<file path="config.mk">
export PLATFORM = sky130hd
export DESIGN_NAME = i2c_slave_byte_ctl
export DESIGN_NICKNAME = d
export VERILOG_FILES = /design/src/rtl/i2c_slave_byte_ctl_pkg.sv /design/src/rtl/i2c_slave_byte_ctl_line_filter.sv /design/src/rtl/i2c_slave_byte_ctl.sv
export SDC_FILE = /design/constraint.sdc
export NUM_CORES = 1
export LEC_CHECK = 0
export BUFFER_PORTS_ARGS = -buffer_cell sky130_fd_sc_hd__buf_4
export CAP_MARGIN = 20
export CORE_MARGIN = 2
export CORE_UTILIZATION = 50
export CTS_CLUSTER_DIAMETER = 80
export DETAILED_ROUTE_END_ITERATION = 6
export GPL_ROUTABILITY_DRIVEN = 0
export PLACE_DENSITY = 0.79
export RECOVER_POWER = 25
export SLEW_MARGIN = 20
export SYNTH_ARGS = -nofsm -noshare
export SYNTH_HDL_FRONTEND = slang
export SYNTH_SLANG_ARGS = --single-unit
</file>
<file path="constraint.sdc">
create_clock -name i_sysclk -period 1.65 [get_ports i_sysclk]
set_clock_uncertainty 0.15 [all_clocks]
set_input_delay 0.165 -clock i_sysclk [delete_from_list [all_inputs] [get_ports i_sysclk]]
set_output_delay 0.165 -clock i_sysclk [all_outputs]
set_load 0.005 [all_outputs]
</file>
<file path="src/rtl/i2c_slave_byte_ctl_pkg.sv">
// Shared definitions for the I2C target byte engine: slave state encodings
// and the width of the line-filter stability counter.
package i2c_slave_byte_ctl_pkg;

  typedef enum logic [2:0] {
    SS_IDLE     = 3'd0,
    SS_ADDR     = 3'd1,
    SS_ADDR_ACK = 3'd2,
    SS_RX       = 3'd3,
    SS_RX_ACK   = 3'd4,
    SS_TX       = 3'd5,
    SS_TX_ACK   = 3'd6,
    SS_WAIT     = 3'd7
  } slave_state_e;

  // Wide enough to hold the largest I2CDFSRR value (63).
  localparam int FILT_CNT_W = 6;

endpackage

</file>
<file path="src/rtl/i2c_slave_byte_ctl_line_filter.sv">
// i2c_line_filter: synchronizer, stable-count glitch filter and edge pulses for
// one I2C line. Filtered copy changes only after i_dfsr+1 consecutive equal samples.
module i2c_line_filter
  import i2c_slave_byte_ctl_pkg::*;
#(
  parameter int SYNC_STAGES = 2
) (
  input  logic                  i_sysclk,
  input  logic                  i_reset,
  input  logic                  i_line,
  input  logic [FILT_CNT_W-1:0] i_dfsr,
  output logic                  o_line,
  output logic                  o_rise,
  output logic                  o_fall
);

  logic [SYNC_STAGES-1:0] sync_q;
  logic [FILT_CNT_W-1:0]  cnt_q;
  logic                   filt_q;
  logic                   prev_q;
  logic                   synced;

  assign synced = sync_q[SYNC_STAGES-1];

  // NOTE: every flop here updates with <= so each one samples the pre-edge value of the others.
  always_ff @(posedge i_sysclk) begin
    if (i_reset) begin
      sync_q <= '1;
      cnt_q  <= '0;
      filt_q <= 1'b1;
      prev_q <= 1'b1;
    end else begin
      sync_q <= {sync_q[SYNC_STAGES-2:0], i_line};
      prev_q <= filt_q;
      if (synced == filt_q) begin
        cnt_q <= '0;
      end else if (cnt_q == i_dfsr) begin
        filt_q <= synced;
        cnt_q  <= '0;
      end else begin
        cnt_q <= cnt_q + 1'b1;
      end
    end
  end

  assign o_line = filt_q;
  assign o_rise = filt_q & ~prev_q;
  assign o_fall = ~filt_q & prev_q;

endmodule

</file>
<file path="src/rtl/i2c_slave_byte_ctl.sv">
// I2C target byte engine: START/STOP detection, 7-bit address match, byte RX/TX.
// Optional SCL clock stretching on TX underrun: define I2C_SLAVE_CLK_STRETCH_EN.
module i2c_slave_byte_ctl
  import i2c_slave_byte_ctl_pkg::*;
#(
  parameter int SYNC_STAGES = 2
) (
  input  logic       i_sysclk,
  input  logic       i_reset,
  input  logic       i_enable,
  input  logic [6:0] i_slave_addr,
  input  logic [5:0] i_dfsr,
  input  logic       i_ack_en,
  input  logic [7:0] i_tx_data,
  input  logic       i_tx_valid,
  output logic       o_tx_req,
  output logic [7:0] o_rx_data,
  output logic       o_rx_valid,
  output logic       o_addressed,
  output logic       o_srw,
  output logic       o_rxak,
  output logic       o_busy,
  output logic       o_stop,
  output logic       o_tx_underrun,
  input  logic       i_scl,
  input  logic       i_sda,
  output logic       o_sda,
  output logic       o_sda_oen,
  output logic       o_scl_oen
);

  slave_state_e state_q;
  logic [7:0]   shift_q, rx_data_q, load_byte;
  logic [3:0]   bit_cnt_q;
  logic         sda_oen_q, addressed_q, srw_q, rxak_q, busy_q;
  logic         stop_q, tx_req_q, rx_valid_q, underrun_q;
  logic         scl_f, scl_rise, scl_fall, sda_f, sda_rise, sda_fall;
  logic         start_det, stop_det, load_ev, do_load;

  i2c_line_filter #(.SYNC_STAGES(SYNC_STAGES)) u_scl_filt (
    .i_sysclk(i_sysclk), .i_reset(i_reset), .i_line(i_scl), .i_dfsr(i_dfsr),
    .o_line(scl_f), .o_rise(scl_rise), .o_fall(scl_fall)
  );

  i2c_line_filter #(.SYNC_STAGES(SYNC_STAGES)) u_sda_filt (
    .i_sysclk(i_sysclk), .i_reset(i_reset), .i_line(i_sda), .i_dfsr(i_dfsr),
    .o_line(sda_f), .o_rise(sda_rise), .o_fall(sda_fall)
  );

  assign start_det = sda_fall & scl_f;
  assign stop_det  = sda_rise & scl_f;
  // A byte is due after our address ACK on a read, or after the master ACKs a byte.
  assign load_ev   = scl_fall & (((state_q == SS_ADDR_ACK) & srw_q) |
                                 ((state_q == SS_TX_ACK) & ~rxak_q));

`ifdef I2C_SLAVE_CLK_STRETCH_EN
  logic stretch_q, scl_oen_q;

  always_ff @(posedge i_sysclk) begin
    if (i_reset || !i_enable || start_det || stop_det) begin
      stretch_q <= 1'b0;
      scl_oen_q <= 1'b1;
    end else if (load_ev && !i_tx_valid) begin
      stretch_q <= 1'b1;
      scl_oen_q <= 1'b0;
    end else if (stretch_q && i_tx_valid) begin
      stretch_q <= 1'b0;
    end else if (!stretch_q) begin
      scl_oen_q <= 1'b1;
    end
  end

  assign do_load   = i_tx_valid & (load_ev | stretch_q);
  assign load_byte = i_tx_data;
  assign o_scl_oen = scl_oen_q;
`else
  assign do_load   = load_ev;
  assign load_byte = i_tx_valid ? i_tx_data : 8'hFF;
  assign o_scl_oen = 1'b1;
`endif

  always_ff @(posedge i_sysclk) begin
    tx_req_q   <= 1'b0;
    rx_valid_q <= 1'b0;
    stop_q     <= 1'b0;
    if (i_reset || !i_enable) begin
      state_q     <= SS_IDLE;
      shift_q     <= '0;
      rx_data_q   <= '0;
      bit_cnt_q   <= '0;
      sda_oen_q   <= 1'b1;
      addressed_q <= 1'b0;
      srw_q       <= 1'b0;
      rxak_q      <= 1'b0;
      busy_q      <= 1'b0;
      underrun_q  <= 1'b0;
    end else if (stop_det) begin
      state_q     <= SS_IDLE;
      sda_oen_q   <= 1'b1;
      busy_q      <= 1'b0;
      addressed_q <= 1'b0;
      stop_q      <= addressed_q;
    end else if (start_det) begin
      state_q     <= SS_ADDR;
      sda_oen_q   <= 1'b1;
      addressed_q <= 1'b0;
      bit_cnt_q   <= '0;
      underrun_q  <= 1'b0;
      busy_q      <= 1'b1;
    end else begin
      if (scl_rise) begin
        if (state_q == SS_ADDR || state_q == SS_RX) begin
          shift_q   <= {shift_q[6:0], sda_f};
          bit_cnt_q <= bit_cnt_q + 4'd1;
        end else if (state_q == SS_TX) begin
          bit_cnt_q <= bit_cnt_q + 4'd1;
        end else if (state_q == SS_TX_ACK) begin
          rxak_q <= sda_f;
        end
      end

      if (scl_fall) begin
        case (state_q)
          SS_ADDR: if (bit_cnt_q == 4'd8) begin
            if (shift_q[7:1] == i_slave_addr) begin
              state_q     <= SS_ADDR_ACK;
              sda_oen_q   <= 1'b0;
              addressed_q <= 1'b1;
              srw_q       <= shift_q[0];
            end else begin
              state_q <= SS_IDLE;
            end
          end
          SS_ADDR_ACK: begin
            sda_oen_q <= 1'b1;
            bit_cnt_q <= '0;
            state_q   <= srw_q ? SS_TX : SS_RX;
          end
          SS_RX: if (bit_cnt_q == 4'd8) begin
            rx_data_q  <= shift_q;
            rx_valid_q <= 1'b1;
            sda_oen_q  <= ~i_ack_en;
            state_q    <= SS_RX_ACK;
          end
          SS_RX_ACK: begin
            sda_oen_q <= 1'b1;
            bit_cnt_q <= '0;
            state_q   <= SS_RX;
          end
          SS_TX: if (bit_cnt_q == 4'd8) begin
            sda_oen_q <= 1'b1;
            state_q   <= SS_TX_ACK;
          end else begin
            shift_q   <= {shift_q[6:0], 1'b0};
            sda_oen_q <= shift_q[6];
          end
          SS_TX_ACK: begin
            bit_cnt_q <= '0;
            if (rxak_q) begin
              sda_oen_q <= 1'b1;
              state_q   <= SS_WAIT;
            end else begin
              state_q <= SS_TX;
            end
          end
          default: ;
        endcase
      end

      // Placed after the fall handling so the MSB drive overrides the ACK release.
      if (do_load) begin
        shift_q   <= load_byte;
        sda_oen_q <= load_byte[7];
        tx_req_q  <= 1'b1;
        if (!i_tx_valid) underrun_q <= 1'b1;
      end
    end
  end

  assign o_tx_req      = tx_req_q;
  assign o_rx_data     = rx_data_q;
  assign o_rx_valid    = rx_valid_q;
  assign o_addressed   = addressed_q;
  assign o_srw         = srw_q;
  assign o_rxak        = rxak_q;
  assign o_busy        = busy_q;
  assign o_stop        = stop_q;
  assign o_tx_underrun = underrun_q;
  assign o_sda         = 1'b0;
  assign o_sda_oen     = sda_oen_q;

endmodule

</file>
==> results by group <==
Run status
  • Result of the run: complete, but fails checks
  • Failing checks: negative setup slack

Floorplanning
  • DIE AREA: 0.00586 mm^2
  • Vertical extent of the die: 76.5 um
  • Width of the chip: around 77 um
  • Number of placement rows: 26
  • Initial cell density of the core: 51.5%
  • Boundary pin count: 47
  • CORE AREA: 0.00511 mm^2

Timing
  • Fmax achieved: 527 MHz
  • Worst Max-Slew Pin Slew: 0.532 ns
  • Part of the cycle the worst path needs: 115%
  • Unrepaired setup endpoints after global routing: true
  • Count of endpoints failing hold in the final timing report: 0
  • Worst hold slack across all endpoints: between 0.09 and 0.1 ns
  • Max Transition Viols Final: 0
  • Max-Slew Margin vs Limit: 64.4%
  • Final WS setup: -0.247 ns
  • Final setup violation count: 21
  • Final critical path time including I/O delays and setup: 1.90 ns

GRT
  • Largest net degree at the start of global routing: 18
  • Antenna violations before repair: 0
  • Via count of the first global-routing pass: 2404
  • Overall overflow remaining after global route: 0
  • Total global routing track utilization: between 20% and 30%
  • Global-route wire length before repair: 10.7 mm

CTS
  • TritonCTS clock tree: done
  • Clk slew on worst S/H paths: approximately 0.1 ns
  • Cell at the root of the clock tree: clkbuf_8
  • Clock insertion delay at the later pin of the skew report: 0.31 ns
  • Max clock buf depth: 2
  • Number of buffers inserted during clock tree synthesis: 5
  • Clock net sink count: 52
  • H-tree depth: 2

Run
  • Maximum capacitance violations: 0

Detailed routing
  • Met1 Routed Length: 2.91 mm
  • Number of vias per cell after detailed routing: 5.59
  • Routed wire length: between 7 and 8 mm
  • DRC violation count after routing: 0
  • Number of DRC violations after detailed-routing iteration 0: 233
  • Met2 WL post-DR: 4.15 mm
  • Remaining antenna violation count after routing: 0
  • Detailed route wirelength on metal3: 430 um
  • Detailed Routing Iterations Pass 1: 4
  • Routed len/inst: between 15 and 20 um
  • Routed via count: 2544
  • Topmost layer with routed signal wires: met4

Synthesis
  • Share of synthesized flip-flops with an asynchronous set or reset: 0%
  • Yosys synthesis warning count: 0
  • Top cells by instance count after synthesis: dfxtp_1, nor2_1, xnor2_1
  • Synth Cell Area: 0.00263 mm^2
  • Synthesized flop and latch total: 52
  • Area fraction of the dominant cell type after synthesis: ~40%
  • Post-synth cell types: 53
  • Largest cells by area after synthesis: dfxtp_1, xnor2_1, nor2_1
  • Average instance area after synthesis: 8.86 um^2
  • Count of flip-flops with a built-in enable after synthesis: 0
  • Syn_nets: 329
  • Cell type with the highest aggregate area in the netlist: dfxtp_1
  • Sequential share of the synthesized area: slightly below 40%
  • Main synth FF type: dfxtp_1
  • Most repeated cell in the gate-level netlist after synthesis: dfxtp_1
  • Cells after Synth: 297

Power and ir drop
  • Portion of total power attributed to sequential cells: 57.8%
  • Clock share of power: 34.1%
  • Leakage power summed over all cells: ~1.5 nW
  • Internal: between 0.0015 and 0.002 W
  • Worst vdd ir: between 0.0004 and 0.0005 V
  • Switching component of the power: 0.000531 W
  • Total power density per cell area: 580 mW/mm^2
  • Switching power share of the total: between 20% and 30%
  • Combinational Power Share: ~8.1%

Layout
  • Layout Area Growth over Synthesis: 43.5%
  • Total non-filler cell area in the finished layout: between 0.003 and 0.004 mm^2
  • Antenna diode count: 0
  • Fillers: 348
  • Fraction of final layout cells sized beyond drive strength 1: a little over two fifths
  • Fraction of the core area covered by cells at the end of the flow: 73.9%
  • Post-layout net count: 416

Worst setup path
  • Setup crit end kind: register
  • Logic depth of the worst register-to-register path: 7
  • Highest net fanout along the worst path: 7
  • Reg2Reg Launch Point: state_q[2]
  • Critical Path AT: ~2 ns
  • Slowest Stage Delay on Critical Path: 0.40 ns
  • End of the worst register-to-register path: shift_q[7]
  • Data required time of the critical path: 1.71 ns
  • Cell-by-cell listing of the critical path: buf_2 -> and4bb_2 -> a41oi_4 -> buf_6 -> nor2b_4 -> a211oi_2 -> o31ai_1
  • Critical path type: reg -> reg
  • Critical path launch point type: register
  • Slack of the worst reg-to-reg path: -0.25 ns
  • Cell with the largest stage delay on the worst path: dfxtp_4

Place
  • Placed wire-length estimate after detailed placement: slightly below 5 mm
  • Placed instance area: 0.00330 mm^2
  • IO Port Bufs: 44
  • Setup slack after placement: -0.224 ns

Hold path
  • Endpoint with the worst hold slack: shift_q[4]
  • Class of the most critical hold timing path: in -> reg
  • Hold-critical path depth: 4
  • Hold Startpoint: i_tx_data[4]
final cells by class:
| type | instances | area [um^2] | share of cell area, % |
|---|---|---|---|
| Multi-Input combinational cell | 217 | 1720 | 45.6 |
| Sequential cell | 52 | 1050 | 27.9 |
| Timing Repair Buffer | 100 | 792 | 21.0 |
| Tap cell | 70 | 87.6 | 2.32 |
| Clock buffer | 5 | 68.8 | 1.82 |
| Inverter | 8 | 30.0 | 0.796 |
| Clock inverter | 3 | 21.3 | 0.564 |
per-layer routing:
metal	vias up	GRT usage [%]
met3	26	6.16
met5	-	0
met4	0	8.73
met1	1219	24.9
li1	1195	-
met2	104	41.8
placed cells by master (no fill, tap or decap), drive strengths merged, types with 2 or more instances in the layout:
cell          n
a211o         3
a211oi        2
a21o          2
a21oi         9
a22oi         2
a31oi         4
a41oi         2
and2          2
and3          5
buf          85
clkbuf       16
conb          2
dfxtp        52
dlygate4sd3   4
ha            4
inv           9
mux2i        10
nand2        10
nand2b        6
nand3        13
nand3b        6
nand4         3
nor2         36
nor2b        12
nor3          8
nor3b         2
o211ai        7
o21ai         7
o21bai        3
o221ai        2
o31ai         2
o41ai         2
or2           8
or3           3
xnor2        21
xor2          9
cells by family after synthesis:
family | share of synthesized area, %
buffers and inverters | 5.14
other | 0.286
XOR/XNOR | 9.99
adder cells (fa/ha/maj) | 1.90
flip-flops | 39.6
AO/OA/AOI/OAI | 15.1
AND/OR/NAND/NOR | 24.2
multiplexers | 3.81
state kept, by name, indices dropped and copies added (netlist names), 2 cells and up:
signal and flops:
bit_cnt_q 4, u_sda_filt.sync_q 2, u_scl_filt.sync_q 2, o_rx_data 8, u_sda_filt.cnt_q 6, state_q 3
shift_q 8, u_scl_filt.cnt_q 6
how the worst max path moves through the flow:
| stage | startpoint | end | slack (ns) | depth (start not counted) |
|---|---|---|---|---|
| floorplan | bit_cnt_q[0] | o_sda_oen | -0.04 | 7 |
| global placement | state_q[2] | o_sda_oen | -0.20 | 5 |
| detailed placement | state_q[2] | o_sda_oen | -0.22 | 5 |
| CTS | bit_cnt_q[0] | shift_q[0] | -0.13 | 8 |
| global route | bit_cnt_q[1] | shift_q[7] | -0.39 | 9 |
| finish | state_q[2] | shift_q[7] | -0.25 | 7 |
power groups by stage:
stage | registers [W] | logic (W) | clock network, W
3_5_place_dp | 0.00130 | 0.000152 | 0
2_1_floorplan | 0.00129 | 0.0000755 | 0
6_report | 0.00127 | 0.000177 | 0.000745
3_3_place_gp | 0.00130 | 0.000147 | 0
5_1_grt | 0.00127 | 0.000189 | 0.000817
4_1_cts | 0.00127 | 0.000166 | 0.000748
per-stage QoR:
stage                     instances  total power (W)  TNS (ns)
after floorplan                 297          0.00137    -0.277
after global placement          434          0.00144     -1.85
after detailed placement        434          0.00145     -2.76
after CTS                       447          0.00218     -1.67
after global routing            455          0.00227     -4.57
final                           455          0.00219     -2.65
worst max-delay path: cells and delay by family, from the launching register on:
| family | cells | cell delay (ns) |
|---|---|---|
| AND/OR/NAND/NOR | 2 | 0.32 |
| flip-flops | 1 | 0.40 |
| AO/OA/AOI/OAI | 3 | 0.55 |
| buffers and inverters | 2 | 0.37 |
timing repair:
action	in CTS	in global routing
endpoints found under the hold margin	8	0
hold buffers	5	0
setup buffers	0	7
gates resized for setup	13	44
gates cloned	0	2
setup endpoints to repair	25	45
pin swaps	3	14
Note: power is estimated with default switching activity, not from simulation.
